File: src/rtl/vga_sync_porch_gen.sv
// VGA timing generator: column/row counters, sync/active decode, and a pipeline
// that aligns sync, data-enable and frame-start with video from a latent pixel source.
module vga_sync_porch_gen #(
  parameter int VIDEO_WIDTH     = 3,
  parameter int CNT_WIDTH       = 10,
  parameter int ACTIVE_COLS     = 640,
  parameter int H_FRONT_PORCH   = 16,
  parameter int H_SYNC          = 96,
  parameter int H_BACK_PORCH    = 48,
  parameter int ACTIVE_ROWS     = 480,
  parameter int V_FRONT_PORCH   = 10,
  parameter int V_SYNC          = 2,
  parameter int V_BACK_PORCH    = 33,
  parameter int SYNC_ACTIVE_LOW = 1,
  parameter int VIDEO_DELAY     = 2
) (
  input  logic                   clk_i,
  input  logic                   rst_i,
  output logic [CNT_WIDTH-1:0]   col_o,
  output logic [CNT_WIDTH-1:0]   row_o,
  input  logic [VIDEO_WIDTH-1:0] red_video_i,
  input  logic [VIDEO_WIDTH-1:0] grn_video_i,
  input  logic [VIDEO_WIDTH-1:0] blu_video_i,
  output logic                   Hsync_o,
  output logic                   Vsync_o,
  output logic                   de_o,
  output logic [VIDEO_WIDTH-1:0] red_video_o,
  output logic [VIDEO_WIDTH-1:0] grn_video_o,
  output logic [VIDEO_WIDTH-1:0] blu_video_o,
  output logic                   frame_start_o
);

  localparam int TOTAL_COLS   = ACTIVE_COLS + H_FRONT_PORCH + H_SYNC + H_BACK_PORCH;
  localparam int TOTAL_ROWS   = ACTIVE_ROWS + V_FRONT_PORCH + V_SYNC + V_BACK_PORCH;
  localparam int H_SYNC_START = ACTIVE_COLS + H_FRONT_PORCH;
  localparam int H_SYNC_END   = H_SYNC_START + H_SYNC;
  localparam int V_SYNC_START = ACTIVE_ROWS + V_FRONT_PORCH;
  localparam int V_SYNC_END   = V_SYNC_START + V_SYNC;
  localparam logic SYNC_IDLE  = (SYNC_ACTIVE_LOW != 0);

  // Flags are stored as "in region" booleans; zero is the blank/inactive state.
  typedef struct packed {
    logic frame_start;
    logic active;
    logic vsync;
    logic hsync;
  } flags_t;

  logic [CNT_WIDTH-1:0] col_reg, row_reg;
  logic                 col_wrap, row_last;
  flags_t               decoded, tap;

  assign col_wrap = (col_reg == CNT_WIDTH'(TOTAL_COLS - 1));
  assign row_last = (row_reg == CNT_WIDTH'(TOTAL_ROWS - 1));

  always_ff @(posedge clk_i) begin
    if (rst_i) begin
      col_reg <= '0;
      row_reg <= '0;
    end else if (col_wrap) begin
      col_reg <= '0;
      row_reg <= row_last ? '0 : row_reg + 1'b1;
    end else begin
      col_reg <= col_reg + 1'b1;
    end
  end

  always_comb begin
    decoded             = '0;
    decoded.hsync       = (col_reg >= CNT_WIDTH'(H_SYNC_START)) && (col_reg < CNT_WIDTH'(H_SYNC_END));
    decoded.vsync       = (row_reg >= CNT_WIDTH'(V_SYNC_START)) && (row_reg < CNT_WIDTH'(V_SYNC_END));
    decoded.active      = (col_reg < CNT_WIDTH'(ACTIVE_COLS)) && (row_reg < CNT_WIDTH'(ACTIVE_ROWS));
    decoded.frame_start = (col_reg == '0) && (row_reg == '0);
  end

  // Delay the decoded flags to match the pixel source latency.
  generate
    if (VIDEO_DELAY == 0) begin : g_no_pipe
      assign tap = decoded;
    end else begin : g_pipe
      flags_t pipe_reg [VIDEO_DELAY];
      always_ff @(posedge clk_i) begin
        if (rst_i) begin
          for (int i = 0; i < VIDEO_DELAY; i++) pipe_reg[i] <= '0;
        end else begin
          pipe_reg[0] <= decoded;
          for (int i = 1; i < VIDEO_DELAY; i++) pipe_reg[i] <= pipe_reg[i-1];
        end
      end
      assign tap = pipe_reg[VIDEO_DELAY-1];
    end
  endgenerate

  logic                   hsync_reg, vsync_reg, de_reg, frame_start_reg;
  logic [VIDEO_WIDTH-1:0] red_reg, grn_reg, blu_reg;

  always_ff @(posedge clk_i) begin
    if (rst_i) begin
      hsync_reg       <= SYNC_IDLE;
      vsync_reg       <= SYNC_IDLE;
      de_reg          <= 1'b0;
      frame_start_reg <= 1'b0;
      red_reg         <= '0;
      grn_reg         <= '0;
      blu_reg         <= '0;
    end else begin
      hsync_reg       <= tap.hsync ? ~SYNC_IDLE : SYNC_IDLE;
      vsync_reg       <= tap.vsync ? ~SYNC_IDLE : SYNC_IDLE;
      de_reg          <= tap.active;
      frame_start_reg <= tap.frame_start;
      red_reg         <= tap.active ? red_video_i : '0;
      grn_reg         <= tap.active ? grn_video_i : '0;
      blu_reg         <= tap.active ? blu_video_i : '0;
    end
  end

  assign col_o         = col_reg;
  assign row_o         = row_reg;
  assign Hsync_o       = hsync_reg;
  assign Vsync_o       = vsync_reg;
  assign de_o          = de_reg;
  assign frame_start_o = frame_start_reg;
  assign red_video_o   = red_reg;
  assign grn_video_o   = grn_reg;
  assign blu_video_o   = blu_reg;

endmodule

File: config.mk
export PLATFORM = sky130hd
export DESIGN_NAME = vga_sync_porch_gen
export DESIGN_NICKNAME = d
export VERILOG_FILES = /design/src/rtl/vga_sync_porch_gen.sv
export SDC_FILE = /design/constraint.sdc
export NUM_CORES = 1
export LEC_CHECK = 0
export ABC_AREA = 1
export BUFFER_PORTS_ARGS = -buffer_cell sky130_fd_sc_hd__buf_2
export CAP_MARGIN = 20
export CORE_ASPECT_RATIO = 1.5
export CORE_MARGIN = 2
export CORE_UTILIZATION = 35
export CTS_CLUSTER_SIZE = 14
export DETAILED_ROUTE_END_ITERATION = 8
export GPL_ROUTABILITY_DRIVEN = 0
export HOLD_SLACK_MARGIN = 0.1
export PLACE_DENSITY_LB_ADDON = 0.08
export RECOVER_POWER = 100
export SKIP_CTS_REPAIR_TIMING = 1
export SLEW_MARGIN = 20
export SYNTH_ARGS = -nofsm -noshare
export SYNTH_HDL_FRONTEND = slang
export SYNTH_SLANG_ARGS = --single-unit
File: constraint.sdc
create_clock -name clk_i -period 1.5 [get_ports clk_i]
set_input_delay 0.3 -clock clk_i [delete_from_list [all_inputs] [get_ports clk_i]]
set_output_delay 0.3 -clock clk_i [all_outputs]
set_load 0.02 [all_outputs]
==> out/results.tsv <==
metric	value	unit
status	complete, no violations	
top post-synthesis cells by area	sky130_fd_sc_hd__dfxtp_1, sky130_fd_sc_hd__nor2_1, sky130_fd_sc_hd__nand2_1	
count of state elements after synthesis	41	
hold depth	3	
data arrival time of the worst path	1.07	ns
worst stage delay on the critical path	0.33	ns
worst setup path class	register to output pin	
average vias per placed instance	4.402	
initial antenna violation count	0	
r2r worst-path depth	8	
share of power burned in registers	48.5	%
final number of setup-violating endpoints	0	
internal power contribution	0.001827	W
library cell occupying the most area in the post-synthesis netlist	sky130_fd_sc_hd__dfxtp_1	
largest net degree at the start of global routing	15	
category of the worst setup path capture point	output pin	
netlist area before placement	1758	sq um
DRC viols	0	
Final Worst Setup Slack	0.1271	ns
Mapped Cells	242	
share of post-route cells with drive strength above 1	16.45	%
Core ar.	4848	sq um
maximum level of the CTS H-tree	2	
maximum clock path buffer count	2	
instance count after placement with tap cells included	362	
Final Routed Wirelength	4135	microns
Cell Pwr Density	1011	nW/um^2
worst min-delay path class	input pin to register	
endpoint with the worst hold slack	grn_video_o[2]$_SDFF_PP0_	
number of nets at the end of the flow	325	
Worst Path Required	1.20	ns
1st-iter DRT viols	55	
clock latency reported for the late side of the worst-skew pair	0.30	ns
synthesized area per cell	7.264	sq um
GRT Total Usage	15.55	%
cell at the root of the clock tree	sky130_fd_sc_hd__clkbuf_8	
worst rel slew slack	73.00	%
final cell count without fillers	376	
floorplan die width	61.87	microns
Crit Path Max Fanout	5	
total via count in the routed design	1655	
number of failing hold endpoints at the final stage	0	
capture point of the worst reg-to-reg path	row_o[9]$_SDFFE_PP0N_	
effective utilization at floorplan	36.26	%
final-layout worst hold slack	0.2118	ns
Tcrit/Tclk final	91.53	%
start point of the worst min-delay path	grn_video_i[2]	
CP startpoint kind	register	
synthesis-to-layout area growth	30.25	%
clock sinks	41	
vias in the first global route	1481	
count of TritonRoute iterations in the first routing pass	4	
critical-path cell list	clkbuf_1 > clkbuf_2	
worst clock skew	0.006497	ns
Vert. Die Dim	90.80	microns
r2r setup slk	0.14	ns
Clk pwr share	46.4	%
LEAKAGE	1.047	nW
dominant delay contributor by cell family on the critical path	buffers and inverters	
cell with the largest stage delay on the worst path	sky130_fd_sc_hd__dfxtp_1	
# port buffers	43	
clock period minus final worst setup slack	1.373	ns
Sw Share	21.10	%
logic gate share of total power	5.1	%
WP buf/inv	2	
number of placed I/O pins	44	
FP Rows	31	
count of maximum capacitance violations	0	
IR Drop Worst-Case VDD	0.0005120	V
timing-limited maximum frequency	0.7284	GHz
total of warnings raised by yosys	0	
area of the die	5617	sq um
proportion of synthesized chip area in sequential cells	46.69	%
first-pass GRT wire length	6637	microns
GRT overflow	0	
area share of the leading cell type in the synthesized netlist	46.69	%
number of inserted diodes	0	
r2r startpoint	col_o[0]$_SDFF_PP0_	
net switching power	0.0004886	W
worst-case setup slack after placement	0.06715	ns
Routed wire per std cell	11.00	microns
count of antenna-violating nets left after detailed routing	0	
clock tree from TritonCTS	yes	
total clock buffers created by CTS	5	
total nets after synthesis	258	
max-slew violation count	0	
Detail Placement HPWL	3139	microns
number of distinct library cell variants in the gate-level netlist after synthesis	24	
clock slew at reported path FFs	0.09	ns
slew at the pin with the worst max-slew slack	0.4051	ns
[final cells by class]
type                            instances  area, sq um
Clock buffer                            5        68.82
Clock inverter                          3        68.82
Tap cell                               66        82.58
Timing Repair Buffer                   62        307.8
Inverter                               44        165.2
Fill cell                             530         2559
Multi-Input combinational cell        155        772.0
Sequential cell                        41        824.5
[worst reg2reg max path, stage by stage, from the launching register on]
cell and delay (ns):
sky130_fd_sc_hd__dfxtp_2 0.38, sky130_fd_sc_hd__ha_1 0.19, sky130_fd_sc_hd__nand2_2 0.08, sky130_fd_sc_hd__nor2_4 0.15, sky130_fd_sc_hd__nand3_4 0.12, sky130_fd_sc_hd__nand2_4 0.13, sky130_fd_sc_hd__nand2_4 0.09, sky130_fd_sc_hd__nand2_1 0.08
sky130_fd_sc_hd__nor2_1 0.03
[worst max path at each step]
stage                     startpoint                     to  cells after the start  slack [ns]
2_1_floorplan    col_o[0]$_SDFF_PP0_  row_o[8]$_SDFFE_PP0N_                      9        0.08
3_3_place_gp     col_o[0]$_SDFF_PP0_  row_o[8]$_SDFFE_PP0N_                      8         0.1
3_5_place_dp     col_o[0]$_SDFF_PP0_  row_o[8]$_SDFFE_PP0N_                      8        0.07
4_1_cts          col_o[0]$_SDFF_PP0_  row_o[8]$_SDFFE_PP0N_                      8        0.05
5_1_grt        row_o[1]$_SDFFE_PP0N_  row_o[9]$_SDFFE_PP0N_                      8     -0.0003
6_report         col_o[8]$_SDFF_PP0_               col_o[8]                      2        0.13
[cell families after synthesis]
| group | share of synthesized area (%) |
|---|---|
| fa+ha+maj | 3.559 |
| buf+inv | 10.61 |
| simple gates | 33.45 |
| compound gates | 4.199 |
| flops | 46.69 |
| xor+xnor | 1.495 |
[per-stage QoR]
stage	cell area [sq um]	utilization (%)	setup TNS, ns	power (W)
finish	2290	47.23	0	0.002315
global route	2290	47.23	-0.0003343	0.002418
CTS	2280	47.02	0	0.002355
detailed placement	2142	44.18	0	0.001269
global placement	2142	44.18	0	0.001267
floorplan	1760	-	0	0.001218
[synth_stat cells]
cell type                  number
sky130_fd_sc_hd__nor3b_1        1
sky130_fd_sc_hd__nand3_1       20
sky130_fd_sc_hd__o21ai_1        1
sky130_fd_sc_hd__inv_1         41
sky130_fd_sc_hd__dfxtp_1       41
sky130_fd_sc_hd__a21oi_1        8
sky130_fd_sc_hd__nand2_2        1
sky130_fd_sc_hd__nand2_4        2
sky130_fd_sc_hd__o21ai_0        4
sky130_fd_sc_hd__xor2_1         3
sky130_fd_sc_hd__nand3b_1       1
sky130_fd_sc_hd__inv_2          1
sky130_fd_sc_hd__buf_2          2
sky130_fd_sc_hd__clkinv_1       2
sky130_fd_sc_hd__nor2_4         2
sky130_fd_sc_hd__nand4_1        3
sky130_fd_sc_hd__ha_1           5
sky130_fd_sc_hd__nor3_1         4
sky130_fd_sc_hd__nor4_1         1
sky130_fd_sc_hd__a21oi_2        1
sky130_fd_sc_hd__buf_6          1
sky130_fd_sc_hd__nor2_1        49
sky130_fd_sc_hd__nand3_2        2
sky130_fd_sc_hd__nand2_1       46
[layer usage]
| metal | vias up | routed length [microns] | track usage (%) |
|---|---|---|---|
| met3 | 5 | 180 | 3.582 |
| met5 | - | 0 | 0 |
| met1 | 735 | 1698 | 17.44 |
| li1 | 874 | - | - |
| met4 | 0 | 52 | 4.787 |
| met2 | 41 | 2203 | 27.54 |
[power by group through the flow]
stage	Combinational [W]	Sequential [W]	Clock, W
CTS	0.000121	0.00112	0.00111
detailed placement	0.000120	0.00115	0
global placement	0.000119	0.00115	0
global route	0.000135	0.00113	0.00116
floorplan	0.0000506	0.00117	0
finish	0.000118	0.00112	0.00107
[cell usage in the layout (no fill, tap or decap), types with 2 or more instances in the layout]
cell                        count
sky130_fd_sc_hd__xor2_1         3
sky130_fd_sc_hd__nand2_4        2
sky130_fd_sc_hd__dfxtp_1       38
sky130_fd_sc_hd__nand3_1       21
sky130_fd_sc_hd__nand2_1       46
sky130_fd_sc_hd__nor2_1        47
sky130_fd_sc_hd__nor2_4         3
sky130_fd_sc_hd__clkbuf_8       5
sky130_fd_sc_hd__buf_2         11
sky130_fd_sc_hd__inv_1         41
sky130_fd_sc_hd__nor3_1         4
sky130_fd_sc_hd__a21oi_1        8
sky130_fd_sc_hd__clkinv_1       2
sky130_fd_sc_hd__clkbuf_1      34
sky130_fd_sc_hd__ha_1           4
sky130_fd_sc_hd__o21ai_0        4
sky130_fd_sc_hd__bufinv_16      2
sky130_fd_sc_hd__buf_4         14
sky130_fd_sc_hd__nand4_1        3
sky130_fd_sc_hd__dfxtp_2        3
sky130_fd_sc_hd__nor2_2         2
sky130_fd_sc_hd__clkbuf_4       2
Note: power is estimated with default switching activity, not from simulation.
